### config.mk
export PLATFORM = sky130hd
export DESIGN_NAME = rr_mem_arbiter_flat
export DESIGN_NICKNAME = d
export VERILOG_FILES = /design/src/rtl/rr_mem_arbiter_pkg.sv /design/src/rtl/rr_mem_arbiter_if.sv /design/src/rtl/rr_mem_arbiter_line_reg.sv /design/src/rtl/rr_mem_arbiter.sv /design/src/flat_wrapper.sv
export SDC_FILE = /design/constraint.sdc
export NUM_CORES = 1
export LEC_CHECK = 0
export CELL_PAD_IN_SITES_DETAIL_PLACEMENT = 2
export CELL_PAD_IN_SITES_GLOBAL_PLACEMENT = 2
export CORE_AREA = 4 4 635 637
export DETAILED_ROUTE_END_ITERATION = 8
export DIE_AREA = 0 0 639 641
export HOLD_SLACK_MARGIN = 0.05
export PLACE_DENSITY = 0.31
export SYNTH_ARGS = -nofsm -noshare
export SYNTH_HDL_FRONTEND = slang
export SYNTH_SLANG_ARGS = --single-unit
export TNS_END_PERCENT = 30
### constraint.sdc
create_clock -name clk -period 2.1 [get_ports clk]
set_input_delay 0.42 -clock clk [delete_from_list [all_inputs] [get_ports clk]]
set_output_delay 0.42 -clock clk [all_outputs]
set_load 0.05 [all_outputs]
### src/rtl/rr_mem_arbiter_pkg.sv
// Shared types for the I/D-cache to L2 round-robin arbiter.
// The package name is kept as rv32i_types so the rest of the core imports one type package.
package rv32i_types;

  typedef logic [31:0] rv32i_word;

  typedef enum logic [2:0] {
    IDLE,
    GRANT_I,
    GRANT_D,
    DONE_I,
    DONE_D
  } arb_state_t;

  typedef enum logic {
    REQ_I = 1'b0,
    REQ_D = 1'b1
  } req_id_t;

endpackage

### src/rtl/rr_mem_arbiter_if.sv
// Bundle of the two cache-side request channels and the L2-side channel.
// Modport arb is the arbiter's view; modport tb drives the caches and the L2.
interface rr_mem_arbiter_if #(
  parameter int LINE_W = 256,
  parameter int ADDR_W = 32
);
  logic              read_I;
  logic              write_I;
  logic [ADDR_W-1:0] addr_I;
  logic [LINE_W-1:0] wdata_I;
  logic              read_D;
  logic              write_D;
  logic [ADDR_W-1:0] addr_D;
  logic [LINE_W-1:0] wdata_D;
  logic [LINE_W-1:0] rdata_L2;
  logic              resp_L2;
  logic              read_L2;
  logic              write_L2;
  logic [ADDR_W-1:0] addr_L2;
  logic [LINE_W-1:0] wdata_L2;
  logic [LINE_W-1:0] rdata_I;
  logic [LINE_W-1:0] rdata_D;
  logic              resp_I;
  logic              resp_D;

  modport arb (
    input  read_I, write_I, addr_I, wdata_I,
    input  read_D, write_D, addr_D, wdata_D,
    input  rdata_L2, resp_L2,
    output read_L2, write_L2, addr_L2, wdata_L2,
    output rdata_I, rdata_D, resp_I, resp_D
  );

  modport tb (
    output read_I, write_I, addr_I, wdata_I,
    output read_D, write_D, addr_D, wdata_D,
    output rdata_L2, resp_L2,
    input  read_L2, write_L2, addr_L2, wdata_L2,
    input  rdata_I, rdata_D, resp_I, resp_D
  );
endinterface

### src/rtl/rr_mem_arbiter_line_reg.sv
// Generic load-enabled register with asynchronous active-low clear.
// Used to capture the line returned by L2.
module rr_mem_arbiter_line_reg #(
  parameter int WIDTH = 256
) (
  input  logic             clk,
  input  logic             rst,
  input  logic             load,
  input  logic [WIDTH-1:0] d,
  output logic [WIDTH-1:0] q
);

  always_ff @(posedge clk or negedge rst) begin
    if (!rst) begin
      q <= '0;
    end else if (load) begin
      q <= d;
    end
  end

endmodule

### src/rtl/rr_mem_arbiter.sv
// Round-robin arbiter sharing one L2 port between the I-cache and D-cache.
// One transaction at a time; L2 sees only the latched request of the granted side.
module rr_mem_arbiter
  import rv32i_types::*;
#(
  parameter int LINE_W = 256,
  parameter int ADDR_W = 32
) (
  input logic           clk,
  input logic           rst,
  rr_mem_arbiter_if.arb bus
);

  arb_state_t        state;
  arb_state_t        state_nxt;
  req_id_t           last_grant;
  req_id_t           grant;
  logic              leave_idle;
  logic              req_i;
  logic              req_d;
  logic              op_wr;
  logic [ADDR_W-1:0] addr_q;
  logic [LINE_W-1:0] wdata_q;
  logic [LINE_W-1:0] line_q;
  logic              line_load;

  assign req_i = bus.read_I | bus.write_I;
  assign req_d = bus.read_D | bus.write_D;

  always_comb begin
    state_nxt  = state;
    grant      = REQ_I;
    leave_idle = 1'b0;
    case (state)
      IDLE: begin
        if (req_i && req_d) begin
          // tie: the side that did not win last time goes first
          grant = (last_grant == REQ_I) ? REQ_D : REQ_I;
        end else if (req_d) begin
          grant = REQ_D;
        end else begin
          grant = REQ_I;
        end
        if (req_i || req_d) begin
          leave_idle = 1'b1;
          state_nxt  = (grant == REQ_D) ? GRANT_D : GRANT_I;
        end
      end
      GRANT_I: if (bus.resp_L2) state_nxt = DONE_I;
      GRANT_D: if (bus.resp_L2) state_nxt = DONE_D;
      DONE_I:  state_nxt = IDLE;
      DONE_D:  state_nxt = IDLE;
      default: state_nxt = IDLE;
    endcase
  end

  always_ff @(posedge clk or negedge rst) begin
    if (!rst) begin
      state      <= IDLE;
      last_grant <= REQ_I;
      op_wr      <= 1'b0;
      addr_q     <= '0;
      wdata_q    <= '0;
    end else begin
      state <= state_nxt;
      if (leave_idle) begin
        last_grant <= grant;
        // a simultaneous read+write from one cache resolves to a write
        if (grant == REQ_D) begin
          op_wr   <= bus.write_D;
          addr_q  <= bus.addr_D;
          wdata_q <= bus.wdata_D;
        end else begin
          op_wr   <= bus.write_I;
          addr_q  <= bus.addr_I;
          wdata_q <= bus.wdata_I;
        end
      end
    end
  end

  assign line_load = ((state == GRANT_I) || (state == GRANT_D)) && bus.resp_L2;

  rr_mem_arbiter_line_reg #(
    .WIDTH (LINE_W)
  ) u_line_reg (
    .clk  (clk),
    .rst  (rst),
    .load (line_load),
    .d    (bus.rdata_L2),
    .q    (line_q)
  );

  always_comb begin
    bus.read_L2  = 1'b0;
    bus.write_L2 = 1'b0;
    bus.addr_L2  = '0;
    bus.wdata_L2 = '0;
    bus.resp_I   = 1'b0;
    bus.resp_D   = 1'b0;
    bus.rdata_I  = '0;
    bus.rdata_D  = '0;
    case (state)
      GRANT_I, GRANT_D: begin
        bus.read_L2  = ~op_wr;
        bus.write_L2 = op_wr;
        bus.addr_L2  = addr_q;
        bus.wdata_L2 = wdata_q;
      end
      DONE_I: begin
        bus.resp_I  = 1'b1;
        bus.rdata_I = line_q;
      end
      DONE_D: begin
        bus.resp_D  = 1'b1;
        bus.rdata_D = line_q;
      end
      default: ;
    endcase
  end

endmodule

### src/flat_wrapper.sv
// flat-port wrapper written by rule: the top's interface ports become plain ports
module rr_mem_arbiter_flat import rv32i_types::*;
#(
  parameter int LINE_W = 256,
  parameter int ADDR_W = 32
)
  (clk, rst, bus_read_I, bus_write_I, bus_addr_I, bus_wdata_I, bus_read_D, bus_write_D, bus_addr_D, bus_wdata_D, bus_rdata_L2, bus_resp_L2, bus_read_L2, bus_write_L2, bus_addr_L2, bus_wdata_L2, bus_rdata_I, bus_rdata_D, bus_resp_I, bus_resp_D);
  rr_mem_arbiter_if #(.LINE_W(LINE_W), .ADDR_W(ADDR_W)) bus_i ();
  input logic clk;
  input logic rst;
  input wire logic [$bits(bus_i.read_I)-1:0] bus_read_I;
  input wire logic [$bits(bus_i.write_I)-1:0] bus_write_I;
  input wire logic [$bits(bus_i.addr_I)-1:0] bus_addr_I;
  input wire logic [$bits(bus_i.wdata_I)-1:0] bus_wdata_I;
  input wire logic [$bits(bus_i.read_D)-1:0] bus_read_D;
  input wire logic [$bits(bus_i.write_D)-1:0] bus_write_D;
  input wire logic [$bits(bus_i.addr_D)-1:0] bus_addr_D;
  input wire logic [$bits(bus_i.wdata_D)-1:0] bus_wdata_D;
  input wire logic [$bits(bus_i.rdata_L2)-1:0] bus_rdata_L2;
  input wire logic [$bits(bus_i.resp_L2)-1:0] bus_resp_L2;
  output wire logic [$bits(bus_i.read_L2)-1:0] bus_read_L2;
  output wire logic [$bits(bus_i.write_L2)-1:0] bus_write_L2;
  output wire logic [$bits(bus_i.addr_L2)-1:0] bus_addr_L2;
  output wire logic [$bits(bus_i.wdata_L2)-1:0] bus_wdata_L2;
  output wire logic [$bits(bus_i.rdata_I)-1:0] bus_rdata_I;
  output wire logic [$bits(bus_i.rdata_D)-1:0] bus_rdata_D;
  output wire logic [$bits(bus_i.resp_I)-1:0] bus_resp_I;
  output wire logic [$bits(bus_i.resp_D)-1:0] bus_resp_D;
  assign bus_i.read_I = bus_read_I;
  assign bus_i.write_I = bus_write_I;
  assign bus_i.addr_I = bus_addr_I;
  assign bus_i.wdata_I = bus_wdata_I;
  assign bus_i.read_D = bus_read_D;
  assign bus_i.write_D = bus_write_D;
  assign bus_i.addr_D = bus_addr_D;
  assign bus_i.wdata_D = bus_wdata_D;
  assign bus_i.rdata_L2 = bus_rdata_L2;
  assign bus_i.resp_L2 = bus_resp_L2;
  assign bus_read_L2 = bus_i.read_L2;
  assign bus_write_L2 = bus_i.write_L2;
  assign bus_addr_L2 = bus_i.addr_L2;
  assign bus_wdata_L2 = bus_i.wdata_L2;
  assign bus_rdata_I = bus_i.rdata_I;
  assign bus_rdata_D = bus_i.rdata_D;
  assign bus_resp_I = bus_i.resp_I;
  assign bus_resp_D = bus_i.resp_D;
  rr_mem_arbiter #(.LINE_W(LINE_W), .ADDR_W(ADDR_W)) u_core (.clk(clk), .rst(rst), .bus(bus_i));
endmodule
==> results.md, run 1 <==
* Post-route minimum period at 3.056 ns
* Pin count of the biggest net entering global routing at 90
* Initial Util at 7.897%
* Final WS setup at -0.9562 ns
* Area added between synthesis and finish at 126.4%
* Top Ports at 1,643
* Port buffer count at 1,642
* Critical path arrival at 2.64 ns
* CTS tree: done
* Placer Congestion at 0.7671
* Vias at 33,030
* Post-DP Area at 65,520 um2
* Crit-path slowest cell: dfrtp_2
* Placement Setup Slack at -0.7695 ns
* Seq. cell area at 13,740 um2
* Die span in x at 639 um
* Num CTS Buffers at 93
* PwrDens at 1928 nW/um2
* DRT antenna net count at 0
* CORE AREA at 398,000 um2
* Avg Inst Size Synth at 11.08 um2
* Final setup violation count at 1,210
* Worst Setup Start Kind: flop
* Post-DP HPWL at 259,800 um
* Sequential area share after synthesis at 43.71%
* CP required at 1.68 ns
* Fmax at 327.2 MHz
* Final Cell Area at 71,160 um2
* Cell area after synthesis at 31,430 um2
* Clock tree buffer depth at 4
* Worst Hold Class: in -> reg
* Crit path buf inv count at 5
* Commonest non-fill, non-tap cell in the layout: buf_12
* First-pass GRT wire length at 397,700 um
* DRC at 0
* Routed vias/inst at 3.273
* Site Rows at 232
* Endpoints failing hold at 0
* Max Clock Skew at 0.04661 ns
* First drt pass iteration count at 5
* Crit share post-route at 145.5%
* Reg clk slew, reported paths at 0.06 ns
* Critical Path Fanout Max at 16
* Failing checks: setup timing
* Post-layout net count at 5,561
* Largest stage delay, worst path at 0.46 ns
* EDFF count, synth at 0
* Ys async rst share at 100.0%
* YS warnings at 0
* Status: finished, violations left
* Area of the multi-input gates at 16,750 um2
* Vias in the first global route at 36,010
* Share of cells above drive strength 1 at 48.66%
* Max Slew Vio Count at 0
* H-tree depth at 3
* Die area at 409,600 um2
* Worst path cell trace: nor3b_4, buf_4, buf_12, buf_4, clkbuf_16, and2_1, buf_12
* Synthesized flop and latch total at 549
* Kind of end point of the critical path: output port
* RSZ-0062 raised after global routing: true
* Crit-path leading delay family: buffers and inverters
* Worst vdd rail ir drop at 1.001 mV
* Crit Path Class: reg -> out
* Max Cap Violations at 0
* Fill cells at 44,100
* Worst skew pair latency at 0.83 ns
* Slew @ Worst Pin at 0.7704 ns
* Root buffer cell: clkbuf_16
* Post-Route Setup TNS at -750.48 ns
* Initial antenna violation count at 235
* Drt total wl at 321,000 um
* Cell variety after synth at 31
* DRT iter0 DRCs at 1,367
* Max-slew headroom at 48.29%
* Most used DFF post-synth: dfrtp_1
* Syn nets at 3,675
* Cells after Synth at 2,836
* Sink Count at 549
* Drt wl/cell at 31.81 um
* DIE HEIGHT at 641 um
* GRT Total Usage at 14.61%
* Leakage power at 26.86 nW
* Most frequent cells in the layout: buf_12, clkdlybuf4s50_1, dfrtp_1
* GRT Residual Overflow at 0
==> synth_stat cells, types with 2 or more instances <==
master / count / area, um2
a2bb2oi_1: 89 / 779.5
and2_1: 801 / 5011
nor2_1: 2 / 7.510
dfrtp_1: 549 / 13740
a2bb2oi_2: 200 / 3003
clkbuf_1: 223 / 837.1
buf_2: 64 / 320.3
buf_6: 5 / 56.30
buf_4: 26 / 195.2
buf_12: 22 / 440.4
a211oi_1: 3 / 22.52
a311oi_1: 288 / 2522
nor3b_2: 2 / 25.02
o21ai_0: 290 / 1451
mux2_2: 256 / 2883
==> layer usage <==
layer | global-route usage [%] | part of all wire [%]
met5 | 0 | 0.082
met4 | 2.494 | 2.0
met3 | 4.728 | 7.1
met2 | 27.45 | 53
met1 | 16.02 | 38
==> registers in the layout, indices dropped and copies added, names as in the netlist <==
signal,flops
u_core.addr_q,32
u_core.state,3
u_core.op_wr,1
u_core.u_line_reg.q,256
u_core.wdata_q,256
u_core.last_grant,1
==> tightest hold or removal path: stages <==
cell	delay (ns)
clkdlybuf4s50_1	0.39
o21ai_0	0.09
a2bb2oi_2	0.06
==> power by group <==
part | internal (mW) | switching, mW
sequential | 16.2 | 6.36
combinational | 46.6 | 52.0
clock | 9.58 | 6.46
==> area by class of cell <==
type	instances	share of cell area, %
antenna	38	0.1336
clock inverter	24	0.4220
multi-input combinational	1945	23.54
inverter	1	0.005275
sequential	549	19.31
tap	5265	9.258
timing repair buffer	2132	43.53
clock buffer	137	3.800
==> what timing repair did <==
item	in CTS	in global routing
endpoints found under the hold margin	312	0
pin swaps	30	26
endpoints found under the setup margin	1206	1349
buffers inserted	23	15
resized for setup	164	201
hold buffers	2	0
cloned	13	38
==> path summary, 6_finish.rpt <==
check	slack (ns)	cells after the start	startpoint	endpoint
worst min register to register	0.52	1	u_core.wdata_q[69]$_DFFE_PN0P_	u_core.wdata_q[69]$_DFFE_PN0P_
worst min-delay path	0.18	3	bus_wdata_I[138]	u_core.wdata_q[138]$_DFFE_PN0P_
min in group asynchronous	0.19	2	rst	u_core.u_line_reg.q[179]$_DFFE_PN0P_
worst max register to register	-0.38	7	u_core.state[0]$_DFFE_PN0P_	u_core.u_line_reg.q[207]$_DFFE_PN0P_
worst max-delay path	-0.96	7	u_core.state[0]$_DFFE_PN0P_	bus_rdata_D[73]
max in group asynchronous	0.98	4	rst	u_core.wdata_q[27]$_DFFE_PN0P_
==> per-stage QoR <==
step | cells | total power [mW] | utilization [%] | hold slack [ns]
CTS | 10000 | 136.8 | 17.48 | 0.05202
global placement | 9805 | 115.6 | 16.46 | 0.3681
floorplan | 2836 | 63.76 | - | 0.1244
global route | 10070 | 144.1 | 17.87 | 0.1132
finish | 10090 | 137.2 | 17.88 | 0.1781
detailed placement | 9805 | 116.0 | 16.46 | 0.3665
==> kinds of logic (layout without fill, tap and decap cells) <==
group | count (synthesis) | in the layout | synth area share (%)
compound gates | 875 | 875 | 24.86
simple gates | 813 | 813 | 16.31
other cells | 0 | 38 | 0
xor+xnor | 1 | 1 | 0.02787
mux | 256 | 256 | 9.173
flops | 549 | 549 | 43.71
buf+inv | 342 | 2294 | 5.912
(Power assumes the default switching activity.)
==> run 2: changes to the inputs <==
Settings changed: TNS_END_PERCENT 30 to 1.
Clock period 2.1 ns to 3.21 ns, I/O delays scaled along.
==> results.md, run 2 (synthesized netlist as in run 1, its figures left out) <==
* Post-DP HPWL at 240,800 um (-7.3%)
* DIE HEIGHT at 641 um (unchanged)
* Die span in x at 639 um (unchanged)
* FF-to-FF setup slack at 0.78 ns (+1.16 ns)
* Post-route minimum period at 3.284 ns
* DRT iter0 DRCs at 1,176 (-14%)
* H-tree depth at 3 (unchanged)
* DRC at 0 (unchanged)
* Area of the multi-input gates at 17,350 um2 (+3.6%)
* Leakage power at 25.57 nW (-4.8%)
* DRT antenna net count at 0 (unchanged)
* Worst Hold Class: in -> reg
* Post-layout net count at 5,309 (-4.5%)
* Max-slew headroom at 56.92% (+8.6 points)
* Max Cap Violations at 0 (unchanged)
* Post-DP Area at 62,310 um2 (-4.9%)
* Reg clk slew, reported paths at 0.06 ns (about the same)
* RSZ-0062 raised after global routing: true
* Max Clock Skew at 0.08103 ns (+0.03442 ns)
* Share of cells above drive strength 1 at 49.42% (+0.75 points)
* Site Rows at 232 (unchanged)
* Initial Util at 7.897% (unchanged)
* Fmax at 304.6 MHz
* Failing checks: setup timing
* Crit share post-route at 102.3%
* Slew @ Worst Pin at 0.6461 ns (-0.1243 ns)
* Hold path endpoint: u_core.wdata_q[130]$_DFFE_PN0P_
* FF-to-FF End: u_core.wdata_q[83]$_DFFE_PN0P_
* Endpoints failing hold at 0 (unchanged)
* Commonest non-fill, non-tap cell in the layout: buf_12
* Drt wl/cell at 30.87 um (-3.0%)
* Num CTS Buffers at 96 (+3.2%)
* CTS tree: done
* Pin count of the biggest net entering global routing at 68 (-24%)
* Hold_sp: bus_wdata_I[130]
* Vias in the first global route at 35,300 (-2.0%)
* Placement Setup Slack at 0.2588 ns (+1.028 ns)
* Clock tree buffer depth at 4 (unchanged)
* Routed vias/inst at 3.251 (-0.68%)
* Status: finished, violations left
* Kind of end point of the critical path: output port
* CORE AREA at 398,000 um2 (unchanged)
* Max Slew Vio Count at 0 (unchanged)
* First drt pass iteration count at 4 (-1)
* PwrDens at 1247 nW/um2 (-35%)
* Vias at 32,060 (-3.0%)
* Largest regs: u_core.u_line_reg.q x256, u_core.wdata_q x256, u_core.addr_q x32
* FF-to-FF path depth at 6 (-1)
* Seq. cell area at 13,740 um2 (unchanged)
* CP required at 2.57 ns (+0.89 ns)
* Sink Count at 549 (unchanged)
* Critical Path Fanout Max at 18 (+2)
* Most frequent cells in the layout: buf_12, clkdlybuf4s50_1, and2_4
* Worst skew pair latency at 0.85 ns (+0.02 ns)
* Port buffer count at 1,642 (unchanged)
* Worst vdd rail ir drop at 0.7258 mV (-28%)
* Initial antenna violation count at 224 (-4.7%)
* Top Ports at 1,643 (unchanged)
* GRT Residual Overflow at 0 (unchanged)
* Final Cell Area at 68,510 um2 (-3.7%)
* Post-Route Setup TNS at -2.428 ns (+748.05 ns)
* Crit Path Class: reg -> out
* Worst R2R Start: u_core.state[2]$_DFFE_PN0P_
* Worst hold stages at 3 (unchanged)
* Fill cells at 44,170 (+0.15%)
* Final setup violation count at 92 (-92%)
* End-of-flow core utilization at 17.21% (-0.67 points)
* Critical path arrival at 2.64 ns (about the same)
* Die area at 409,600 um2 (unchanged)
* Final WS setup at -0.07353 ns (+0.8827 ns)
* First-pass GRT wire length at 387,200 um (-2.6%)
* Drt total wl at 304,400 um (-5.2%)
* Worst Setup Start Kind: flop
* Root buffer cell: clkbuf_16
* GRT Total Usage at 14.12% (-0.49 points)
* Area added between synthesis and finish at 118.0%
* Placer Congestion at 0.7664 (about the same)
run 2: changes by cell type in the layout (fill, tap and decap cells not counted), sizes merged, moves of 3 or more:
| cell | before | now |
|---|---|---|
| buf | 1262 | 1031 |
| diode | 38 | 52 |
| bufinv | 6 | 2 |
| clkinv | 16 | 21 |
| clkbuf | 166 | 151 |
| clkinvlp | 0 | 3 |
run 2: area by class of cell:
type                            instances  area share (%)
Antenna cell                           52          0.1899
Clock buffer                          144           4.193
Clock inverter                         27          0.3781
Inverter                                1        0.005479
Multi-Input combinational cell       1945           25.33
Sequential cell                       549           20.06
Tap cell                             5265           9.616
Timing Repair Buffer                 1877           40.23
run 2: worst max-delay path by stage:
stage	startpoint	end	slack (ns)	depth (start not counted)
2_1_floorplan	u_core.state[2]$_DFFE_PN0P_	bus_rdata_D[245]	0.60	4
3_3_place_gp	bus_read_D	u_core.wdata_q[204]$_DFFE_PN0P_	0.29	6
3_5_place_dp	bus_read_D	u_core.wdata_q[237]$_DFFE_PN0P_	0.26	7
4_1_cts	u_core.state[1]$_DFFE_PN0P_	bus_rdata_D[246]	-0.27	7
5_1_grt	u_core.state[0]$_DFFE_PN0P_	bus_rdata_I[142]	-0.23	8
6_report	u_core.state[0]$_DFFE_PN0P_	bus_rdata_I[142]	-0.07	8
run 2: worst max-delay path, stage by stage (launching register included):
cell       delay, ns
dfrtp_2         0.45
inv_2           0.08
nor3b_4         0.21
buf_12          0.14
buf_16          0.14
buf_16          0.18
clkbuf_16       0.25
and2_4          0.20
buf_12          0.13
run 2: metal layers:
| layer | vias up | routed length [um] | track usage (%) |
|---|---|---|---|
| met1 | 16340 | 106100 | 14.30 |
| li1 | 13790 | - | - |
| met5 | - | 591 | 0 |
| met4 | 96 | 7768 | 2.684 |
| met2 | 1278 | 167900 | 27.85 |
| met3 | 552 | 22010 | 4.603 |
run 2: repair_timing:
item	in CTS	in global routing
cloned	13	8
hold endpoints to repair	9	0
pin swaps	83	94
gates resized for setup	465	304
hold buffers	1	0
endpoints found under the setup margin	789	763
setup buffers	25	9
run 2: through the flow:
| step | instances | power (mW) | hold WS, ns |
|---|---|---|---|
| after global placement | 9582 | 71.70 | 0.4978 |
| after global routing | 9820 | 89.59 | 0.2958 |
| after detailed placement | 9582 | 71.96 | 0.5053 |
| final | 9860 | 85.42 | 0.3891 |
| after CTS | 9792 | 86.57 | 0.2464 |
| after floorplan | 2836 | 41.47 | 0.3464 |
run 2: report_power, final:
part	switching (mW)	total, mW	internal [mW]
Sequential	4.10	14.7	10.6
Combinational	32.4	60.0	27.6
Clock	4.45	10.8	6.32
Total	40.9	85.4	44.5
